--- config.mk ---
export PLATFORM = sky130hd
export DESIGN_NAME = reset_sequencer
export DESIGN_NICKNAME = d
export VERILOG_FILES = /design/src/rtl/reset_sequencer.sv
export SDC_FILE = /design/constraint.sdc
export NUM_CORES = 1
export LEC_CHECK = 0
export CORE_UTILIZATION = 45
export CTS_BUF_LIST = sky130_fd_sc_hd__clkbuf_8 sky130_fd_sc_hd__clkbuf_16
export CTS_CLUSTER_SIZE = 16
export DETAILED_ROUTE_END_ITERATION = 7
export PLACE_DENSITY = 0.63
export SETUP_SLACK_MARGIN = 0.1
export SLEW_MARGIN = 20
export SYNTH_ARGS = -nofsm -noshare
export SYNTH_HDL_FRONTEND = slang
export SYNTH_SLANG_ARGS = --single-unit
--- constraint.sdc ---
create_clock -name clk -period 2.93 [get_ports clk]
set_input_delay 0.879 -clock clk [delete_from_list [all_inputs] [get_ports clk]]
set_output_delay 0.879 -clock clk [all_outputs]
set_load 0.01 [all_outputs]
--- src/rtl/reset_sequencer.sv ---
// Power-on reset sequencer: holds peripherals, then the 65C02, in reset for fixed intervals.
// Optional macro RESET_SEQ_SOFT_EN adds a soft_rst input that re-resets only the CPU from RUN.
module reset_sequencer #(
  parameter int unsigned PERIPH_CYCLES = 16,
  parameter int unsigned CPU_PHI2      = 8
) (
  input  logic       clk,
  input  logic       reset_n,
  input  logic       rst_in,
  input  logic       phi2_en,
`ifdef RESET_SEQ_SOFT_EN
  input  logic       soft_rst,
`endif
  output logic       periph_rst,
  output logic       cpu_resb,
  output logic       ready,
  output logic [1:0] seq_state
);

  typedef enum logic [1:0] {
    HOLD   = 2'b00,
    PERIPH = 2'b01,
    CPU    = 2'b10,
    RUN    = 2'b11
  } state_t;

  localparam logic [7:0] PERIPH_LAST = 8'(PERIPH_CYCLES - 1);
  localparam logic [7:0] CPU_LAST    = 8'(CPU_PHI2 - 1);

  state_t     state_reg;
  logic [7:0] cnt_reg;
  logic       periph_rst_reg;
  logic       cpu_resb_reg;
  logic       ready_reg;
  logic       soft_req;

`ifdef RESET_SEQ_SOFT_EN
  assign soft_req = soft_rst;
`else
  assign soft_req = 1'b0;
`endif

  // Every output is updated on the same edge as the state so no decode sits between flop and pin.
  always_ff @(posedge clk or negedge reset_n) begin
    if (!reset_n) begin
      state_reg      <= HOLD;
      cnt_reg        <= 8'd0;
      periph_rst_reg <= 1'b1;
      cpu_resb_reg   <= 1'b0;
      ready_reg      <= 1'b0;
    end else if (rst_in) begin
      state_reg      <= HOLD;
      cnt_reg        <= 8'd0;
      periph_rst_reg <= 1'b1;
      cpu_resb_reg   <= 1'b0;
      ready_reg      <= 1'b0;
    end else begin
      case (state_reg)
        HOLD: begin
          state_reg      <= PERIPH;
          cnt_reg        <= 8'd0;
          periph_rst_reg <= 1'b1;
          cpu_resb_reg   <= 1'b0;
          ready_reg      <= 1'b0;
        end
        PERIPH: begin
          if (cnt_reg == PERIPH_LAST) begin
            state_reg      <= CPU;
            cnt_reg        <= 8'd0;
            periph_rst_reg <= 1'b0;
          end else begin
            cnt_reg <= cnt_reg + 8'd1;
          end
        end
        CPU: begin
          // Only PHI2 strobes seen while already in CPU count toward release.
          if (phi2_en) begin
            if (cnt_reg == CPU_LAST) begin
              state_reg    <= RUN;
              cnt_reg      <= 8'd0;
              cpu_resb_reg <= 1'b1;
              ready_reg    <= 1'b1;
            end else begin
              cnt_reg <= cnt_reg + 8'd1;
            end
          end
        end
        RUN: begin
          if (soft_req) begin
            state_reg    <= CPU;
            cnt_reg      <= 8'd0;
            cpu_resb_reg <= 1'b0;
            ready_reg    <= 1'b0;
          end
        end
        default: begin
          state_reg      <= HOLD;
          cnt_reg        <= 8'd0;
          periph_rst_reg <= 1'b1;
          cpu_resb_reg   <= 1'b0;
          ready_reg      <= 1'b0;
        end
      endcase
    end
  end

  assign periph_rst = periph_rst_reg;
  assign cpu_resb   = cpu_resb_reg;
  assign ready      = ready_reg;
  assign seq_state  = state_reg;

endmodule

==> results of run 1 <==
how the worst max path moves through the flow:
stage                           start                      to  slack, ns
6_report                       rst_in  cnt_reg[3]$_DFFE_PN0P_       0.72
5_1_grt                        rst_in  cnt_reg[3]$_DFFE_PN0P_       0.65
4_1_cts        periph_rst$_DFFE_PN1P_              periph_rst       0.73
3_5_place_dp                   rst_in  cnt_reg[3]$_DFFE_PN0P_       0.49
3_3_place_gp                   rst_in  cnt_reg[3]$_DFFE_PN0P_       0.54
2_1_floorplan                  rst_in  cnt_reg[3]$_DFFE_PN0P_       1.16
worst max-delay path, stage by stage:
cell and delay [ns]:
clkdlybuf4s50_1 0.52, nand2b_1 0.25, a31oi_4 0.26, nand3_2 0.16
o311ai_1 0.27
logic make-up (layout without fill, tap and decap cells):
| family | count (synthesis) | count (layout) | share of synthesized area [%] |
|---|---|---|---|
| simple gates | 36 | 36 | 26.8 |
| compound gates | 22 | 22 | 22.2 |
| flops | 12 | 12 | 35.7 |
| buf+inv | 8 | 20 | 3.99 |
| fa+ha+maj | 6 | 6 | 8.88 |
| mux | 2 | 2 | 2.51 |
final cells by class:
cell class,count,area (um^2)
clock buffer,4,55.1
fill,158,733
inverter,7,26.3
multi-input combinational,66,510
sequential,12,302
tap,25,31.3
timing repair buffer,9,87.6
Yosys cell counts (all sizes together):
cell type	number
dfrtp	11
nand2	10
inv	7
ha	6
a21oi	4
nand2b	4
nand3	4
nand4	4
nor2	4
o21ai	4
a31oi	3
o22ai	3
nor4	2
o21bai	2
o311ai	2
a21boi	1
a221oi	1
and2	1
and3	1
and4b	1
and4bb	1
buf	1
dfstp	1
mux2	1
mux2i	1
nor2b	1
nor3	1
o211ai	1
o21ba	1
or2	1
or3	1
where the power goes:
group	total (mW)	internal, mW	switching (mW)
sequential	0.203	0.183	0.0198
clock	0.180	0.119	0.0616
combinational	0.298	0.133	0.165
total	0.681	0.435	0.246
per-layer routing:
metal | wire [um] | track usage, % | vias to the layer above | part of all wire (%)
met5 | 0 | 0 | - | 0
met1 | 884 | 26.7 | 323 | 54
met3 | 52 | 3.60 | 2 | 3.2
li1 | - | - | 343 | -
met4 | 10 | 7.27 | 0 | 0.61
met2 | 685 | 25.8 | 12 | 42
==> results.py, run 1 <==
metrics = {
    "outcome": {
        "status": "finished clean",
    },
    "clock_tree": {
        "h-tree-depth": 1,
        "cts_setup_buffers": 0,
        "cts_inserted_buffers": 3,
        "cts_resized": 0,
        "clk_latency_ns": 0.24,
        "clock-sinks": 12,
        "cts_hold_buf": 0,
        "cts-root-buf": "clkbuf_8",
        "clockBufferDepth": 2,
        "cts_tree": "done",
        "clk_pin_slew_ns": 0.06,
    },
    "yosys": {
        "yosysSeqAreaShare_pct": 35.7,
        "yosys-top-cells-area": "dfrtp_1 (33%), ha_1 (8.9%), nand2_1 (4.0%), a221oi_4 (3.1%), dfstp_2 (3.1%)",
        "syn-num-nets": 96,
        "synthCells": 86,
        "synth_seq_cells": 12,
        "synth_area_um2": 846,
        "synth_area_leader_cell": "dfrtp_1",
        "yosys_warnings": 0,
        "yosysTopAreaCellShare_pct": 32.5,
        "synth.avg_cell_area_um2": 9.84,
        "synth_cell_types": 36,
    },
    "timing": {
        "post-route-period-util_pct": 75.5,
        "tightestPinTransition_ns": 0.579,
        "tns_ns": 0,
        "setup_viol": 0,
        "drv_slew": 0,
        "rsz0062_at_grt": "no",
        "fin_crit_ns": 2.21,
        "slew_headroom_pct": 61.3,
        "hold_viol_final": 0,
        "fmax_ghz": 0.452,
        "setup_ws_ns": 0.719,
        "clock-skew-final_ns": 0.00276,
        "whs_ns": 0.535,
    },
    "global_route": {
        "grt_pass1_wl_um": 2660,
        "grt_pass1_vias": 595,
        "grtUsageTotal_pct": 18.1,
        "antenna_found_initial": 0,
        "grt_max_degree": 13,
        "overflow": 0,
    },
    "place": {
        "pre_cts_ws_ns": 0.489,
        "gp_congestion": 0.791,
        "dpl_cell_area_um2": 957,
        "io_buffers": 8,
        "dp_hpwl_um": 1240,
        "placed_cells": 119,
    },
    "hold_path": {
        "worstHoldEndpoint": "periph_rst$_DFFE_PN1P_",
        "whs_path_depth": 2,
        "hp-start": "periph_rst$_DFFE_PN1P_",
        "hold_class": "reg2reg",
    },
    "detailed_routing": {
        "drtAntennaViolNets": 0,
        "wl_per_cell_um": 13.3,
        "drt-pass1-iter-count": 4,
        "via_per_inst": 5.53,
        "first_iter_violations": 11,
        "wl_um": 1630,
        "drc": 0,
        "via_count": 680,
    },
    "layout": {
        "final_nets": 109,
        "antenna_cells": 0,
        "stdcell_count": 123,
        "final_cell_mix": "dfrtp_1 (11), nand2_1 (9), clkdlybuf4s50_1 (8)",
        "area_delta_synth_final_pct": 19.7,
        "stdcell_area_um2": 1010,
        "layout-drive-gt1-share_pct": 16.3,
        "final_common_cell": "dfrtp_1",
        "final_core_util_pct": 58.0,
        "largest_reg_flops": 8,
    },
    "pwr": {
        "powerDensity_nw_per_um2": 673,
        "finalPower_mw": 0.681,
        "peakVddDrop_mv": 0.456,
        "p_leak_nw": 0.395,
    },
    "die": {
        "initial_utilization_pct": 48.5,
        "die_h_um": 45.4,
        "die_area_um2": 2060,
        "io_pins": 9,
        "rows": 15,
        "fp.coreArea_um2": 1750,
        "dieWidth_um": 45.4,
    },
    "setup_path": {
        "crit_path_max_fanout": 8,
        "endpoint_kind": "flop",
        "rrSetupSlack_ns": 1.09,
        "critPathLaunchType": "input port",
        "rr_endpoint": "seq_state[0]$_DFFE_PN0P_",
        "r2r_start": "cnt_reg[0]$_DFFE_PN0P_",
        "worstSetupPathType": "in2reg",
        "r2r_cells": 5,
        "arrival_ns": 2.35,
        "worst_ep_required_time_ns": 3.07,
    },
    "flow_run": {
        "cap_violations": 0,
    },
}
(Power assumes the default switching activity.)
==> run 2: changes to the inputs <==
PLACE_DENSITY = 0.65   (was 0.63)
clock period = 1.8 ns   (was 2.93 ns; I/O delays follow)
==> run 2 against run 1 <==
Wire length increased by 17%. Non-clock buffer count increased by 14. Flip-flop and latch count unchanged. Clock-buffer cell count decreased by 1. Hold slack got worse by 0.020 ns. Sequential power increased by 64%. Via count increased by 12%. Cell count increased by 11%. Clock skew decreased by 0.0014 ns. First-iteration DRC count decreased by 9.1%. Design area increased by 15%. Global-route usage increased by 2.2 points. Critical endpoint is now seq_state[0]$_DFFE_PN0P_.
==> results.py, run 2 (synthesized netlist as in run 1, its figures left out) <==
metrics = {
    "detailed_routing": {
        "first_iter_violations": 10,
        "wl_per_cell_um": 14.0,
        "wl_um": 1910,
        "via_per_inst": 5.55,
        "drc": 0,
        "via_count": 760,
        "drtAntennaViolNets": 0,
        "drt-pass1-iter-count": 4,
    },
    "timing": {
        "clock-skew-final_ns": 0.00135,
        "post-route-period-util_pct": 94.8,
        "fmax_ghz": 0.586,
        "slew_headroom_pct": 76.5,
        "fin_crit_ns": 1.71,
        "setup_viol": 0,
        "drv_slew": 0,
        "tightestPinTransition_ns": 0.350,
        "hold_viol_final": 0,
        "rsz0062_at_grt": "yes",
        "whs_ns": 0.516,
    },
    "die": {
        "die_h_um": 45.4,
        "io_pins": 9,
        "rows": 15,
        "dieWidth_um": 45.4,
        "initial_utilization_pct": 48.5,
        "die_area_um2": 2060,
        "fp.coreArea_um2": 1750,
    },
    "flow_run": {
        "cap_violations": 0,
    },
    "place": {
        "placed_cells": 129,
        "dp_hpwl_um": 1370,
        "io_buffers": 8,
        "gp_congestion": 0.849,
    },
    "setup_path": {
        "r2r_cells": 5,
        "arrival_ns": 1.83,
        "worstSetupPathType": "reg2reg",
        "r2r_start": "cnt_reg[1]$_DFFE_PN0P_",
        "endpoint_kind": "flop",
        "rr_endpoint": "seq_state[0]$_DFFE_PN0P_",
        "critPathLaunchType": "flop",
        "worst_ep_required_time_ns": 1.92,
        "crit_path_max_fanout": 3,
        "rrSetupSlack_ns": 0.09,
    },
    "layout": {
        "largest_reg_flops": 8,
        "seq_area_um2": 303,
        "area_delta_synth_final_pct": 37.7,
        "antenna_cells": 0,
        "final_nets": 123,
        "fillerInstances": 149,
        "final_common_cell": "buf_4",
        "stdcell_count": 137,
        "final_core_util_pct": 66.7,
        "multi_input_area_um2": 564,
        "final_cell_mix": "buf_4 (14), dfrtp_1 (10), nand2_1 (9)",
        "layout-drive-gt1-share_pct": 35.7,
    },
    "clock_tree": {
        "clk_latency_ns": 0.24,
        "clockBufferDepth": 2,
        "cts_inserted_buffers": 3,
        "clock-sinks": 12,
        "cts_hold_buf": 0,
        "h-tree-depth": 1,
        "cts_tree": "done",
        "cts-root-buf": "clkbuf_8",
        "clk_pin_slew_ns": 0.06,
    },
    "global_route": {
        "antenna_found_initial": 0,
        "grt_pass1_vias": 652,
        "overflow": 0,
        "grtUsageTotal_pct": 20.3,
        "grt_max_degree": 13,
        "grt_pass1_wl_um": 2900,
    },
    "pwr": {
        "powerDensity_nw_per_um2": 1080,
        "p_leak_nw": 0.501,
        "peakVddDrop_mv": 0.643,
    },
    "hold_path": {
        "hold_class": "reg2reg",
        "worstHoldEndpoint": "periph_rst$_DFFE_PN1P_",
        "hp-start": "periph_rst$_DFFE_PN1P_",
        "whs_path_depth": 2,
    },
    "outcome": {
        "status": "finished clean",
    },
}
[run 2: cell type report]
class	instances	share of cell area [%]
timing repair buffer	23	16.8
sequential	12	26.0
clock inverter	1	0.322
multi-input combinational	66	48.4
tap	25	2.69
inverter	7	2.26
clock buffer	3	3.54
[run 2: layer usage]
metal	vias to the layer above	GRT usage [%]	share of wire, %
met2	17	31.3	47
met5	-	0	0
met1	368	26.8	48
met3	6	5.20	3.6
met4	0	9.09	1.8
li1	369	-	-
[run 2: worst max path at each step]
stage	depth (start not counted)	start	slack [ns]	end
2_1_floorplan	6	seq_state[0]$_DFFE_PN0P_	0.10	cnt_reg[3]$_DFFE_PN0P_
3_3_place_gp	4	phi2_en	-0.10	seq_state[0]$_DFFE_PN0P_
3_5_place_dp	5	phi2_en	-0.13	cnt_reg[3]$_DFFE_PN0P_
4_1_cts	5	cnt_reg[1]$_DFFE_PN0P_	0.09	seq_state[0]$_DFFE_PN0P_
5_1_grt	6	seq_state[1]$_DFFE_PN0P_	0.02	cnt_reg[3]$_DFFE_PN0P_
6_report	5	cnt_reg[1]$_DFFE_PN0P_	0.09	seq_state[0]$_DFFE_PN0P_
[run 2: critical path, stage by stage, from the launching register on]
cell,delay (ns)
dfrtp_1,0.36
ha_2,0.20
and4bb_2,0.31
nand3_2,0.12
a221oi_4,0.29
mux2_4,0.33
[run 2: through the flow]
step	area, um^2	setup slack (ns)	power [mW]	TNS, ns
after floorplan	846	0.100	0.692	0
after global placement	1030	-0.104	0.905	-0.549
after detailed placement	1030	-0.127	0.907	-0.723
after CTS	1100	0.0859	1.17	0
after global routing	1160	0.0236	1.32	0
final	1160	0.0928	1.25	0
[run 2: power breakdown]
part           switching, mW  internal (mW)
Combinational          0.336          0.331
Sequential            0.0333          0.300
Clock                  0.103          0.151
[run 2: timing repair]
action                                  in CTS  in global routing
gates resized for setup                     10                 10
endpoints found under the hold margin        0                  0
endpoints found under the setup margin       8                  9
setup buffers                                2                  2
pin swaps                                    4                  5
==> run 3: changes to the inputs <==
--- a/constraint.sdc
+++ b/constraint.sdc
@@ -3,2 +3,2 @@
 set_output_delay 0.54 -clock clk [all_outputs]
-set_load 0.01 [all_outputs]
+set_load 0.005 [all_outputs]
==> run 3 against run 2 <==
Worst setup slack worse by 0.0057 ns. Clock power barely moved. Hold slack worse by 0.0031 ns. Highest routed layer unchanged. Combinational power is essentially flat. Sequential share of layout area down 0.30 points.
==> results.py, run 3 (synthesized netlist as in run 1, its figures left out) <==
metrics = {
    "die": {
        "rows": 15,
        "die_h_um": 45.4,
        "fp.coreArea_um2": 1750,
        "dieWidth_um": 45.4,
        "io_pins": 9,
        "die_area_um2": 2060,
        "initial_utilization_pct": 48.5,
    },
    "setup_path": {
        "worstSetupPathType": "reg2reg",
        "critPathLaunchType": "flop",
        "r2r_cells": 5,
        "rr_endpoint": "seq_state[0]$_DFFE_PN0P_",
        "worst_ep_required_time_ns": 1.93,
        "r2r_start": "cnt_reg[1]$_DFFE_PN0P_",
        "crit_path_max_fanout": 3,
        "endpoint_kind": "flop",
        "arrival_ns": 1.84,
        "rrSetupSlack_ns": 0.09,
    },
    "timing": {
        "rsz0062_at_grt": "yes",
        "tightestPinTransition_ns": 0.345,
        "drv_slew": 0,
        "fmax_ghz": 0.584,
        "setup_viol": 0,
        "post-route-period-util_pct": 95.2,
        "hold_viol_final": 0,
        "whs_ns": 0.513,
        "clock-skew-final_ns": 0.00255,
        "slew_headroom_pct": 76.8,
        "fin_crit_ns": 1.71,
    },
    "place": {
        "dp_hpwl_um": 1370,
        "dpl_cell_area_um2": 1030,
        "io_buffers": 8,
        "gp_congestion": 0.849,
    },
    "layout": {
        "layout-drive-gt1-share_pct": 36.3,
        "stdcell_area_um2": 1180,
        "final_cell_mix": "buf_4 (15), dfrtp_1 (10), nand2_1 (9)",
        "final_nets": 124,
        "area_delta_synth_final_pct": 39.3,
        "final_common_cell": "buf_4",
        "final_core_util_pct": 67.5,
        "largest_reg_flops": 8,
        "antenna_cells": 0,
    },
    "clock_tree": {
        "clk_latency_ns": 0.24,
        "cts_inserted_buffers": 3,
        "cts_hold_buf": 0,
        "clockBufferDepth": 2,
        "cts-root-buf": "clkbuf_8",
        "clk_pin_slew_ns": 0.06,
        "cts_tree": "done",
        "h-tree-depth": 1,
        "clock-sinks": 12,
    },
    "global_route": {
        "antenna_found_initial": 0,
        "overflow": 0,
        "grt_max_degree": 13,
        "grt_pass1_wl_um": 2900,
        "grt_pass1_vias": 652,
        "grtUsageTotal_pct": 20.3,
    },
    "detailed_routing": {
        "via_count": 783,
        "drt-pass1-iter-count": 4,
        "wl_per_cell_um": 14.2,
        "drtAntennaViolNets": 0,
        "drc": 0,
        "wl_um": 1960,
        "first_iter_violations": 12,
        "via_per_inst": 5.67,
    },
    "pwr": {
        "switching_share_pct": 37.4,
        "peakVddDrop_mv": 0.655,
        "p_clk_share_pct": 20.4,
        "p_leak_nw": 0.507,
        "powerDensity_nw_per_um2": 1070,
        "intPower_mw": 0.786,
        "seqPwrFrac_pct": 26.5,
        "pwr-share-comb_pct": 53.2,
        "netSwitchingPower_mw": 0.470,
    },
    "hold_path": {
        "worstHoldEndpoint": "periph_rst$_DFFE_PN1P_",
        "whs_path_depth": 2,
        "hold_class": "reg2reg",
        "hp-start": "periph_rst$_DFFE_PN1P_",
    },
    "flow_run": {
        "cap_violations": 0,
    },
    "outcome": {
        "status": "finished clean",
    },
}
run 3: cell types whose count changed in the layout (fill, tap and decap cells not counted):
| cell | change |
|---|---|
| buf_4 | +1 |
| clkdlybuf4s50_1 | +2 |
| dlygate4sd2_1 | -3 |
| dlymetal6s2s_1 | +1 |
run 3: routing by layer:
layer	vias up	wire length, um	GRT usage, %
met5	-	0	0
met4	0	34	9.09
met3	6	93	5.20
met2	23	939	31.3
met1	385	891	26.8
li1	369	-	-
run 3: repair_timing:
action / CTS / global route
setup endpoints to repair: 5 / 12
pin swaps: 4 / 5
setup buffers: 2 / 3
gates resized for setup: 7 / 11
run 3: layout make-up:
cell class | count | area, um^2
clock buffers | 3 | 41.3
clock inverters | 1 | 3.75
fillers | 148 | 567
inverters | 7 | 26.3
multi-input cells | 66 | 564
flip-flops and latches | 12 | 303
well taps | 25 | 31.3
repair buffers | 24 | 209
run 3: critical path, stage by stage, from the launching register on:
cell and delay [ns]:
dfrtp_1 0.36, ha_2 0.20, and4bb_2 0.31, nand3_2 0.12, a221oi_4 0.29, mux2_4 0.33
run 3: power by group through the flow:
stage / clock (mW) / combinational [mW] / sequential (mW)
global route: 0.270 / 0.717 / 0.335
CTS: 0.258 / 0.590 / 0.326
detailed placement: 0 / 0.568 / 0.331
global placement: 0 / 0.568 / 0.329
finish: 0.256 / 0.668 / 0.332
floorplan: 0 / 0.351 / 0.333
run 3: how the worst max path moves through the flow:
stage,to,cells after the start,from,slack (ns)
floorplan,seq_state[0]$_DFFE_PN0P_,5,cnt_reg[0]$_DFFE_PN0P_,0.11
global placement,seq_state[0]$_DFFE_PN0P_,4,phi2_en,-0.10
detailed placement,cnt_reg[3]$_DFFE_PN0P_,5,phi2_en,-0.13
CTS,seq_state[0]$_DFFE_PN0P_,5,cnt_reg[1]$_DFFE_PN0P_,0.09
global route,cnt_reg[3]$_DFFE_PN0P_,6,seq_state[1]$_DFFE_PN0P_,0.02
finish,seq_state[0]$_DFFE_PN0P_,5,cnt_reg[1]$_DFFE_PN0P_,0.09
run 3: per-stage QoR:
| stage | cells | TNS [ns] | setup slack [ns] | power (mW) |
|---|---|---|---|---|
| detailed placement | 129 | -0.723 | -0.127 | 0.898 |
| finish | 138 | 0 | 0.0871 | 1.26 |
| CTS | 135 | 0 | 0.0859 | 1.17 |
| floorplan | 86 | 0 | 0.112 | 0.684 |
| global route | 138 | 0 | 0.0236 | 1.32 |
| global placement | 129 | -0.549 | -0.104 | 0.897 |
